**config.mk**
```make
export PLATFORM = sky130hd
export DESIGN_NAME = sr04_scan_scheduler
export DESIGN_NICKNAME = d
export VERILOG_FILES = /design/src/rtl/sr04_scan_scheduler.sv
export SDC_FILE = /design/constraint.sdc
export NUM_CORES = 1
export LEC_CHECK = 0
export ABC_AREA = 1
export BUFFER_PORTS_ARGS = -buffer_cell sky130_fd_sc_hd__buf_2
export CAP_MARGIN = 20
export CORE_MARGIN = 2
export CORE_UTILIZATION = 57
export CTS_BUF_LIST = sky130_fd_sc_hd__clkbuf_4
export DETAILED_ROUTE_END_ITERATION = 7
export PLACE_DENSITY_LB_ADDON = 0.05
export SLEW_MARGIN = 10
export SYNTH_ARGS = -nofsm -noshare
export SYNTH_HDL_FRONTEND = slang
export SYNTH_SLANG_ARGS = --single-unit
```
**constraint.sdc**
```tcl
create_clock -name clk -period 2.1 [get_ports clk]
set_input_delay 0.42 -clock clk [delete_from_list [all_inputs] [get_ports clk]]
set_output_delay 0.42 -clock clk [all_outputs]
set_load 0.02 [all_outputs]
```
**src/rtl/sr04_scan_scheduler.sv**
```systemverilog
// Round-robin HC-SR04 scan scheduler: trigger, echo timing, divide-by-58 distance.
// Optional macro SR04_ECHO_SYNC_EN adds a 2-flop synchronizer on every echo line.
module sr04_scan_scheduler #(
    parameter int NUM_SENSORS = 4,
    parameter int TRIG_US     = 10,
    parameter int TIMEOUT_US  = 25000,
    parameter int GAP_US      = 60000,
    parameter int US_PER_CM   = 58
) (
    input  logic                   clk,
    input  logic                   reset,
    input  logic                   tick_1MHz,
    input  logic                   start,
    input  logic                   enable,
    input  logic [NUM_SENSORS-1:0] echo,
    output logic [NUM_SENSORS-1:0] trigger,
    output logic [11:0]            dist_data,
    output logic [2:0]             dist_sel,
    output logic                   dist_valid,
    output logic                   timeout_err,
    output logic                   busy
);

    localparam int CNT_MAX = (TIMEOUT_US > GAP_US)
                           ? ((TIMEOUT_US > TRIG_US) ? TIMEOUT_US : TRIG_US)
                           : ((GAP_US > TRIG_US) ? GAP_US : TRIG_US);
    localparam int CNT_W = $clog2(CNT_MAX + 1);
    localparam int SUB_W = $clog2(US_PER_CM + 1);

    localparam logic [CNT_W-1:0] TRIG_LAST    = CNT_W'(TRIG_US - 1);
    localparam logic [CNT_W-1:0] TIMEOUT_LAST = CNT_W'(TIMEOUT_US - 1);
    localparam logic [CNT_W-1:0] GAP_LAST     = CNT_W'(GAP_US - 1);
    localparam logic [SUB_W-1:0] SUB_LAST     = SUB_W'(US_PER_CM - 1);
    localparam logic [2:0]       IDX_LAST     = 3'(NUM_SENSORS - 1);

    typedef enum logic [2:0] {
        IDLE,
        TRIG,
        WAIT_RISE,
        MEASURE,
        REPORT,
        GAP
    } state_t;

    state_t                 state, state_n;
    logic [2:0]             idx, idx_n;
    logic [CNT_W-1:0]       cnt, cnt_n;
    logic [SUB_W-1:0]       sub, sub_n;
    logic [11:0]            cm, cm_n;
    logic                   flag, flag_n;
    logic                   report;
    logic [NUM_SENSORS-1:0] trig_n;

    logic [NUM_SENSORS-1:0] echo_cur, echo_prev;
    logic                   echo_now, echo_was, echo_rise, echo_fall;

`ifdef SR04_ECHO_SYNC_EN
    logic [NUM_SENSORS-1:0] echo_s1, echo_s2;

    always_ff @(posedge clk or posedge reset) begin
        if (reset) begin
            echo_s1 <= '0;
            echo_s2 <= '0;
        end else begin
            echo_s1 <= echo;
            echo_s2 <= echo_s1;
        end
    end

    assign echo_cur = echo_s2;
`else
    assign echo_cur = echo;
`endif

    // Edge history is kept for all lines so a newly selected sensor that is
    // already high does not look like a fresh rising edge.
    always_ff @(posedge clk or posedge reset) begin
        if (reset) echo_prev <= '0;
        else       echo_prev <= echo_cur;
    end

    always_comb begin
        echo_now = 1'b0;
        echo_was = 1'b0;
        for (int i = 0; i < NUM_SENSORS; i++) begin
            if (idx == 3'(i)) begin
                echo_now = echo_cur[i];
                echo_was = echo_prev[i];
            end
        end
    end

    assign echo_rise = echo_now & ~echo_was;
    assign echo_fall = ~echo_now & echo_was;

    always_comb begin
        state_n = state;
        idx_n   = idx;
        cnt_n   = cnt;
        sub_n   = sub;
        cm_n    = cm;
        flag_n  = flag;
        report  = 1'b0;

        unique case (state)
            IDLE: begin
                if (start || enable) begin
                    idx_n   = 3'd0;
                    cnt_n   = '0;
                    state_n = TRIG;
                end
            end
            TRIG: begin
                if (tick_1MHz) begin
                    if (cnt == TRIG_LAST) begin
                        cnt_n   = '0;
                        state_n = WAIT_RISE;
                    end else begin
                        cnt_n = cnt + 1'b1;
                    end
                end
            end
            WAIT_RISE: begin
                if (echo_rise) begin
                    cnt_n   = '0;
                    sub_n   = '0;
                    cm_n    = '0;
                    state_n = MEASURE;
                end else if (tick_1MHz) begin
                    if (cnt == TIMEOUT_LAST) begin
                        flag_n  = 1'b1;
                        state_n = REPORT;
                    end else begin
                        cnt_n = cnt + 1'b1;
                    end
                end
            end
            MEASURE: begin
                if (echo_fall) begin
                    state_n = REPORT;
                end else if (tick_1MHz && echo_now) begin
                    // Incremental divide: every US_PER_CM ticks add one cm.
                    if (sub == SUB_LAST) begin
                        sub_n = '0;
                        if (cm != 12'hFFF) cm_n = cm + 1'b1;
                    end else begin
                        sub_n = sub + 1'b1;
                    end
                    if (cnt == TIMEOUT_LAST) begin
                        flag_n  = 1'b1;
                        state_n = REPORT;
                    end else begin
                        cnt_n = cnt + 1'b1;
                    end
                end
            end
            REPORT: begin
                report  = 1'b1;
                flag_n  = 1'b0;
                cnt_n   = '0;
                state_n = GAP;
            end
            GAP: begin
                if (tick_1MHz) begin
                    if (cnt == GAP_LAST) begin
                        cnt_n = '0;
                        if (idx != IDX_LAST) begin
                            idx_n   = idx + 1'b1;
                            state_n = TRIG;
                        end else if (enable) begin
                            idx_n   = 3'd0;
                            state_n = TRIG;
                        end else begin
                            state_n = IDLE;
                        end
                    end else begin
                        cnt_n = cnt + 1'b1;
                    end
                end
            end
            default: state_n = IDLE;
        endcase
    end

    always_comb begin
        trig_n = '0;
        for (int i = 0; i < NUM_SENSORS; i++) begin
            trig_n[i] = (state_n == TRIG) && (idx_n == 3'(i));
        end
    end

    always_ff @(posedge clk or posedge reset) begin
        if (reset) begin
            state       <= IDLE;
            idx         <= 3'd0;
            cnt         <= '0;
            sub         <= '0;
            cm          <= '0;
            flag        <= 1'b0;
            trigger     <= '0;
            dist_data   <= '0;
            dist_sel    <= 3'd0;
            dist_valid  <= 1'b0;
            timeout_err <= 1'b0;
            busy        <= 1'b0;
        end else begin
            state      <= state_n;
            idx        <= idx_n;
            cnt        <= cnt_n;
            sub        <= sub_n;
            cm         <= cm_n;
            flag       <= flag_n;
            trigger    <= trig_n;
            busy       <= (state_n != IDLE);
            dist_valid <= report;
            if (report) begin
                dist_data   <= flag ? 12'hFFF : cm;
                dist_sel    <= idx;
                timeout_err <= flag;
            end
        end
    end

endmodule

```
==> run_results.csv, run 1 <==
group,metric,value,unit
run_status,status,"complete, no violations",
pwr,vdd_drop_max,385.6,uV
critical_path,cpPeakStageDelay,470,ps
timing,finalCritPeriodShare,0.9939,
global_routing,grt_first_pass_wirelength,20.33,mm
place,placed_cell_area,4862,um^2
synth,synthCells,638,
layout,layout.nets,726,
floorplan,io_pins,31,
timing,maxSlewViolCount,0,
critical_path,path_depth,14,
route,routed_wl,12.68,mm
route,wl_per_cell,15.56,um
timing,worst_pin_slew,546.3,ps
global_routing,antenna_found_initial,0,
synth,async_flop_share,1.000,
critical_path,crit_slowest_cell,"dfrtp_2",
global_routing,grt_usage,0.3018,
critical_path,crit_path_cell_trace,"inv_2, ha_4, inv_2, nor2_4, inv_2, nand3_2, nand2_2, nand2_4, nand2_4, nand2_4, nand4_4, nor2_4, clkbuf_16, o21ai_1",
clock_tree,ctsHtreeMaxLevel,3,
place,dp_hpwl,8.583,mm
critical_path,cpLargestDelayFamily,"simple AND/OR/NAND/NOR gates",
clock_tree,clkSinkCount,67,
place,placed_cells,781,
layout,final_cell_count_no_fill,815,
synth,synth-edff-count,0,
synth,ys_seq_area_frac,0.3767,
layout,utilization,0.7022,
critical_path,end_kind,"flip-flop",
critical_path,cp_max_fo,6,
synth,ys.flop_type,"dfrtp_1",
critical_path,startpoint,"idx[0]",
timing,rsz0062_at_grt,"yes",
critical_path,r2r_setup_slack,10,ps
route,drtIter0Drc,293,
global_routing,overflow,0,
synth,synth_fp_nets,656,
global_routing,grt_max_degree,68,
synth,synth_area_per_cell,6.976,um^2
timing,relSlewSlack,0.6345,
floorplan,dieWidth,92.36,um
synth,synth_cell_types,37,
timing,setup_tns,0,ps
layout,syn2layout_area_growth,20.66,%
route,drt-pass1-iter-count,8,
critical_path,startpoint_type,"flip-flop",
layout,fin_area,5370,um^2
floorplan,rows,32,
place,io_buffers,30,
timing,fmax,0.4791,GHz
route,remaining_drc_errors,0,
route,antenna_left,0,
worst_hold_path,hp-class,"input pin to async pin",
layout,drive_above_1_share,0.2398,
synth,syn-cell-area,4451,um^2
clock_tree,numCtsBuffers,9,
critical_path,timing.rr.start,"idx[0]",
critical_path,r2r-end,"cnt[4]",
clock_tree,ctsLongestPathBuffers,2,
route,vias,4662,
clock_tree,cts.reportedPaths.clkPinSlew,130,ps
critical_path,cp_data_arrival_time,2420,ps
critical_path,crit_type,"flip-flop to flip-flop",
clock_tree,clkLatencyLatePin,430,ps
layout,antenna_cells,0,
timing,period_minus_slack,2087,ps
synth,yosysWarnings,0,
critical_path,cp.buffers_inverters,4,
critical_path,endpoint,"cnt[4]",
floorplan,die_area,8530,um^2
global_routing,grt_pass1_vias,4226,
job,max_cap_violations,0,
floorplan,start_util,0.5820,
critical_path,cp.required,2430,ps
clock_tree,cts-root-buf,"clkbuf_4",
pwr,powerDensity,558.6,nW/um^2
clock_tree,cts_hold_buf,0,
clock_tree,cts_tree,"yes",
timing,hold_ws,70.92,ps
synth,synth_seq_cells,67,
floorplan,coreArea,7647,um^2
place,gp_congestion,0.9400,
route,vias_per_cell,5.720,
timing,clock_skew,22.27,ps
floorplan,die_y,92.36,um
pwr,power.leakage,2.573,nW
timing,hold_viol,0,
critical_path,reg2reg_depth,14,
timing,setup_viol,0,
==> stage by stage <==
step | power [mW] | setup WS (ps)
after floorplan | 1.873 | 221.1
after global placement | 2.042 | 67.25
after detailed placement | 2.050 | -50.05
after CTS | 2.929 | 3.419
after global routing | 3.139 | -82.43
final | 3.000 | 12.83
==> kinds of logic (layout without fill, tap and decap cells) <==
kind of cell | after synthesis | count (layout) | synth area share
adders and majority gates | 9 | 9 | 0.02530
AOI/OAI and AO/OA | 83 | 83 | 0.1023
and+or+nand+nor | 370 | 373 | 0.3863
buffers and inverters | 100 | 172 | 0.09165
DFF | 67 | 67 | 0.3767
xor gates and xnor gates | 9 | 9 | 0.01771
==> cell usage in the layout (no fill, tap or decap), types with 6 or more instances in the layout <==
cell	netlist	layout
buf_4	1	35
xor2_1	9	9
nand2_2	5	12
nand3_2	2	7
nand2_1	144	136
a21oi_1	19	18
inv_2	11	15
o21ai_2	2	6
inv_1	70	65
o21ai_1	21	21
nand3_1	88	83
nor2_2	7	13
dfrtp_1	67	65
buf_2	11	30
nor3_1	10	10
nand4_1	24	24
o21ai_0	32	28
clkbuf_4	0	9
nor2_1	71	63
==> area by class of cell <==
cell class,instances,area [um^2]
clock buffers,9,67.56
clock inverters,7,67.56
fillers,619,2277
inverters,82,311.5
multi-input cells,474,2554
flip-flops and latches,67,1679
well taps,102,127.6
repair buffers,74,563.0
==> per-layer routing <==
layer  part of all wire  track usage  vias to the layer above
met3              0.073      0.05533                       45
met2               0.47       0.4854                      203
met1               0.42       0.3948                     2168
li1                   -            -                     2246
met4              0.038       0.1455                        0
met5                  0            0                        -
==> worst min-delay path by stage <==
stage / from / end / depth (start not counted)
floorplan: echo[0] / echo_prev[0] / 0
global route: echo[2] / echo_prev[2] / 1
global placement: dist_data[3] / dist_data[3] / 2
detailed placement: dist_data[3] / dist_data[3] / 2
CTS: reset / cm[10] / 3
finish: reset / cm[3] / 3
==> power by group <==
part | total [mW] | switching, mW | internal, mW | leakage [nW]
Clock | 0.879 | 0.521 | 0.358 | 0.0698
Sequential | 1.43 | 0.0800 | 1.35 | 0.875
Combinational | 0.692 | 0.433 | 0.259 | 1.63
Total | 3.00 | 1.03 | 1.97 | 2.57
==> sequential cells by signal, indices dropped and copies added (netlist names) <==
signal and flops:
cm 12, sub 6, state 3, echo_prev 4
busy 1, trigger 4, cnt 16, idx 3
dist_valid 1, dist_sel 3, timeout_err 1, flag 1
dist_data 12
==> timing repair <==
| item | CTS | global route |
|---|---|---|
| pin swaps | 5 | 17 |
| buffers inserted | 7 | 8 |
| resized for setup | 2 | 50 |
| gates cloned | 3 | 1 |
| setup endpoints to repair | 16 | 40 |
==> cells in the mapped netlist (7+ instances only) <==
master	count	area, um^2
nor2_1	71	266.5
a21oi_1	19	95.09
nand2_1	144	540.5
o21ai_1	21	105.1
buf_2	11	55.05
nand4_1	24	150.1
inv_2	11	41.29
ha_1	9	112.6
nand3_1	88	440.4
o21ai_0	32	160.2
nor3_1	10	50.05
xor2_1	9	78.83
nor2_2	7	43.79
inv_1	70	262.8
dfrtp_1	67	1677
==> worst reg2reg max path, cell delays in order (launching register included) <==
cell	delay (ps)
dfrtp_2	470
inv_2	110
ha_4	130
inv_2	40
nor2_4	110
inv_2	60
nand3_2	70
nand2_2	70
nand2_4	100
nand2_4	70
nand2_4	80
nand4_4	190
nor2_4	250
clkbuf_16	180
o21ai_1	60
No activity file was read; power rests on OpenSTA's default activity.
==> run 2: changes to the inputs <==
--- a/config.mk
+++ b/config.mk
@@ -6,7 +6,7 @@
 export NUM_CORES = 1
 export LEC_CHECK = 0
 export ABC_AREA = 1
-export BUFFER_PORTS_ARGS = -buffer_cell sky130_fd_sc_hd__buf_2
+export BUFFER_PORTS_ARGS = -buffer_cell sky130_fd_sc_hd__buf_4
 export CAP_MARGIN = 20
 export CORE_MARGIN = 2
 export CORE_UTILIZATION = 57
==> run 2 against run 1 <==
The run now ends with negative setup slack left. Die area is the same. Setup slack worse by 59 ps. Global-route usage up 0.33 points. Via count increased by 1.9%. Combinational power grew 3.8%. Sequential power is essentially flat. Core utilization grew 3.4 points. Critical path type unchanged. Largest power group unchanged.
==> run_results.csv, run 2 (synthesis gave the netlist of run 1 again) <==
group,metric,value,unit
clock_tree,ctsLongestPathBuffers,2,
critical_path,crit_type,"flip-flop to flip-flop",
critical_path,cp.required,2460,ps
layout,largestRegisters,"cnt x16, cm x12, dist_data x12",
timing,clock_skew,14.22,ps
clock_tree,ctsHtreeMaxLevel,3,
global_routing,grt_pass1_vias,4432,
timing,hold_viol,0,
place,io_buffers,30,
route,wl_per_cell,16.18,um
clock_tree,clkLatencyLatePin,430,ps
place,dp_hpwl,8.759,mm
critical_path,cp_max_fo,5,
layout,regArea,1678,um^2
route,vias_per_cell,5.809,
clock_tree,cts.reportedPaths.clkPinSlew,130,ps
floorplan,die_area,8530,um^2
layout,syn2layout_area_growth,26.48,%
timing,finalCritPeriodShare,1.022,
timing,rsz0062_at_grt,"yes",
critical_path,cpMostUsedCell,"nand2_4",
floorplan,die_y,92.36,um
critical_path,cp_data_arrival_time,2510,ps
timing,worst_pin_slew,413.0,ps
run_status,status,"complete, but fails checks",
critical_path,crit_slowest_cell,"dfrtp_1",
timing,layout_setup_ws,-46.63,ps
clock_tree,cts-root-buf,"clkbuf_4",
global_routing,grt_max_degree,68,
timing,fmax,0.4658,GHz
layout,final_cell_mix,"nand2_1, nand3_1, dfrtp_1",
timing,period_minus_slack,2147,ps
route,drt-pass1-iter-count,5,
clock_tree,cts_tree,"yes",
layout,top_register,"cnt",
route,antenna_left,0,
critical_path,crit_path_cell_trace,"buf_6, ha_4, nor2_4, nand3_2, nand3_2, nand2_2, nand2_4, nand2_4, nand2_4, nand4_4, nor2_4, clkbuf_16, nand2_2, nand2_1",
timing,setup_viol,5,
timing,maxSlewViolCount,0,
global_routing,grt_usage,0.3052,
run_status,violations,"negative setup slack",
floorplan,io_pins,31,
place,post-place-ws,-69.94,ps
critical_path,end_kind,"flip-flop",
route,drtIter0Drc,290,
critical_path,startpoint_type,"flip-flop",
layout,antenna_cells,0,
layout,utilization,0.7361,
job,max_cap_violations,0,
pwr,vdd_drop_max,441.6,uV
critical_path,cpPeakStageDelay,430,ps
floorplan,rows,32,
global_routing,grt_first_pass_wirelength,20.60,mm
route,remaining_drc_errors,0,
clock_tree,numCtsBuffers,9,
pwr,powerDensity,564.0,nW/um^2
layout,final_common_cell,"nand2_1",
pwr,power.leakage,2.669,nW
global_routing,overflow,0,
layout,multi_input_area,2646,um^2
floorplan,coreArea,7647,um^2
timing,relSlewSlack,0.7226,
floorplan,dieWidth,92.36,um
clock_tree,clkSinkCount,67,
global_routing,antenna_found_initial,0,
route,vias,4752,
layout,layout.nets,729,
layout,drive_above_1_share,0.2570,
layout,fillers,592,
worst_hold_path,hp-class,"input pin to async pin",
route,routed_wl,13.24,mm
layout,largest_register_ffs,16,
floorplan,start_util,0.5820,
place,gp_congestion,0.9370,
run 2: worst paths after layout:
| kind | startpoint | endpoint | slack [ps] | cells past startpoint |
|---|---|---|---|---|
| hold / removal | reset | trigger[0] | 80 | 3 |
| min in group clk | echo[2] | echo_prev[2] | 100 | 1 |
| setup reg to reg | idx[0] | cnt[1] | -50 | 14 |
| hold reg to reg | dist_data[8] | dist_data[8] | 500 | 2 |
| setup / recovery | idx[0] | cnt[1] | -50 | 14 |
| max in group asynchronous | reset | cnt[3] | 1730 | 3 |
run 2: routing by layer:
layer  vias to the layer above  wire length, um  track usage
li1                       2250                -            -
met5                         -                0            0
met1                      2228             5261       0.3757
met4                         0              532       0.1443
met3                        52             1019      0.07404
met2                       222             6426       0.5049
run 2: report_power, final:
part | total, mW | internal (mW) | leakage, nW | switching [mW]
clock | 1.03 | 0.492 | 0.0880 | 0.536
combinational | 0.718 | 0.269 | 1.70 | 0.448
sequential | 1.43 | 1.35 | 0.876 | 0.0813
total | 3.18 | 2.11 | 2.67 | 1.07
run 2: cell type report:
cell class,instances,share of cell area
multi-input combinational,474,0.4701
timing repair buffer,77,0.1238
inverter,82,0.05535
clock inverter,7,0.01800
tap,102,0.02267
sequential,67,0.2981
clock buffer,9,0.01200
run 2: worst max-delay path, delay by kind of cell (launching register included):
family | cells | cell delay (ps)
buffers and inverters | 2 | 330
adder cells (fa/ha/maj) | 1 | 160
flip-flops | 1 | 430
AND/OR/NAND/NOR | 11 | 1180
run 2: repair_timing:
action | CTS | global route
hold buffers | 0 | 0
gates resized for setup | 4 | 71
pin swaps | 4 | 20
setup endpoints to repair | 22 | 39
cloned | 3 | 4
setup buffers | 6 | 13
run 2: stage by stage:
stage	TNS, ps	hold WS, ps	std cells	total power, mW	instance area [um^2]
final	-136.5	75.51	818	3.175	5629
after global routing	-1475	58.57	818	3.329	5629
after CTS	0	72.02	802	3.105	5174
after detailed placement	-698.1	470.2	777	2.058	4907
after global placement	0	459.4	777	2.043	4907
after floorplan	0	451.4	638	1.873	4454
==> run 3: changes to the inputs <==
--- a/config.mk
+++ b/config.mk
@@ -6,13 +6,14 @@
 export NUM_CORES = 1
 export LEC_CHECK = 0
 export ABC_AREA = 1
-export BUFFER_PORTS_ARGS = -buffer_cell sky130_fd_sc_hd__buf_4
+export BUFFER_PORTS_ARGS = -buffer_cell sky130_fd_sc_hd__buf_2
 export CAP_MARGIN = 20
 export CORE_MARGIN = 2
 export CORE_UTILIZATION = 57
 export CTS_BUF_LIST = sky130_fd_sc_hd__clkbuf_4
 export DETAILED_ROUTE_END_ITERATION = 7
 export PLACE_DENSITY_LB_ADDON = 0.05
+export REMOVE_ABC_BUFFERS = 1
 export SLEW_MARGIN = 10
 export SYNTH_ARGS = -nofsm -noshare
 export SYNTH_HDL_FRONTEND = slang
==> run 3 against run 2 <==
Final area decreased by 5.0%. Critical path depth decreased by 1. Critical endpoint is now cnt[6]. Clock power about the same. Wire length decreased by 4.8%. Flip-flop and latch count unchanged. Core utilization shrank 3.7 points. The flow now finishes without violations. Highest routed layer unchanged. First-iteration DRC count up 6.9%. Largest power group unchanged.
==> run_results.csv, run 3 (synthesis gave the netlist of run 1 again) <==
group,metric,value,unit
route,remaining_drc_errors,0,
pwr,vdd_drop_max,503.8,uV
timing,maxSlewViolCount,0,
route,antenna_left,0,
pwr,powerDensity,586.4,nW/um^2
route,vias_per_cell,5.783,
place,dp_hpwl,8.505,mm
global_routing,grt_max_degree,68,
floorplan,coreArea,7647,um^2
timing,rsz0062_at_grt,"yes",
clock_tree,clkLatencyLatePin,440,ps
route,vias,4707,
pwr,power.leakage,2.576,nW
timing,hold_viol,0,
clock_tree,ctsHtreeMaxLevel,3,
critical_path,cp_data_arrival_time,2400,ps
floorplan,start_util,0.5820,
timing,relSlewSlack,0.7100,
layout,top_register,"cnt",
floorplan,rows,32,
layout,fillers,646,
critical_path,cp.required,2440,ps
floorplan,dieWidth,92.36,um
pwr,design_power_total,3.134,mW
critical_path,crit_type,"flip-flop to flip-flop",
timing,setup_tns,0,ps
route,drtIter0Drc,310,
critical_path,cp_max_fo,6,
clock_tree,cts.reportedPaths.clkPinSlew,130,ps
layout,largest_register_ffs,16,
timing,fmax,0.4840,GHz
clock_tree,cts-root-buf,"clkbuf_4",
global_routing,met3_usage,0.04312,
layout,final_common_cell,"nand2_1",
job,max_cap_violations,0,
timing,clock_skew,28.39,ps
layout,syn2layout_area_growth,20.10,%
global_routing,antenna_found_initial,0,
layout,final_cell_mix,"nand2_1, nand3_1, inv_1, dfrtp_1, nor2_1",
clock_tree,numCtsBuffers,9,
route,routed_wl,12.60,mm
timing,period_minus_slack,2066,ps
global_routing,overflow,0,
place,placed_cells,774,
layout,final_cell_count_no_fill,814,
global_routing,use_met1,0.3917,
timing,hold_ws,42.05,ps
layout,antenna_cells,0,
global_routing,grt_pass1_vias,4346,
floorplan,io_pins,31,
floorplan,die_y,92.36,um
critical_path,r2r_setup_slack,30,ps
clock_tree,ctsLongestPathBuffers,2,
worst_hold_path,hp-class,"input pin to async pin",
global_routing,busiest_layer,"met2",
global_routing,grt_use_met2,0.4957,
layout,drive_above_1_share,0.2275,
timing,setup_viol,0,
place,io_buffers,30,
layout,layout.nets,725,
layout,utilization,0.6990,
global_routing,grt_first_pass_wirelength,20.18,mm
critical_path,startpoint_type,"flip-flop",
route,drt-pass1-iter-count,5,
clock_tree,cts_tree,"yes",
timing,finalCritPeriodShare,0.9838,
critical_path,end_kind,"flip-flop",
timing,worst_pin_slew,431.7,ps
floorplan,die_area,8530,um^2
layout,largestRegisters,"cnt x16, cm x12, dist_data x12",
route,wl_per_cell,15.48,um
clock_tree,clkSinkCount,67,
global_routing,grt_usage,0.2965,
place,gp_congestion,0.9171,
run_status,status,"complete, no violations",
run 3: final cells by class:
type / instances / area, um^2 / area share
clock buffer: 10 / 75.07 / 0.01404
multi-input combinational: 474 / 2525 / 0.4724
tap: 102 / 127.6 / 0.02388
clock inverter: 6 / 90.09 / 0.01685
inverter: 82 / 310.3 / 0.05805
timing repair buffer: 73 / 538.0 / 0.1007
sequential: 67 / 1679 / 0.3141
run 3: final timing paths:
path                               from           end  cells after the start
setup / recovery                 idx[0]        cnt[6]                     13
hold / removal                    reset      state[0]                      3
setup reg to reg                 idx[0]        cnt[6]                     13
hold reg to reg            dist_data[3]  dist_data[3]                      2
max in group asynchronous         reset    trigger[1]                      3
min in group clk                echo[3]  echo_prev[3]                      1
run 3: critical path, stage by stage, from the launching register on:
cell	delay, ps
dfrtp_2	470
buf_6	140
ha_4	140
nand2_4	70
buf_4	140
nor2_2	150
inv_1	60
nand2_1	70
nand2_2	80
o21ai_4	280
nor2_4	100
clkbuf_16	170
nand2_1	60
nand2_1	40
run 3: what timing repair did:
item	in CTS	in global routing
endpoints found under the hold margin	0	0
setup buffers	4	17
endpoints found under the setup margin	27	39
pin swaps	4	21
hold buffers	0	0
cloned	3	1
resized for setup	1	43
run 3: stage by stage:
step	cell area, um^2	setup slack, ps
after floorplan	4350	-3.158
after global placement	4806	57.56
after detailed placement	4806	-94.92
after CTS	5061	5.089
after global routing	5345	-78.77
final	5345	33.98
run 3: power breakdown:
group          internal [mW]  switching [mW]
Clock                  0.498           0.525
Combinational          0.246           0.436
Sequential              1.35          0.0817
run 3: routing by layer:
metal,vias up,routed length (um)
met5,-,0
met4,0,308
met3,34,761
met2,196,6261
met1,2227,5270
li1,2250,-
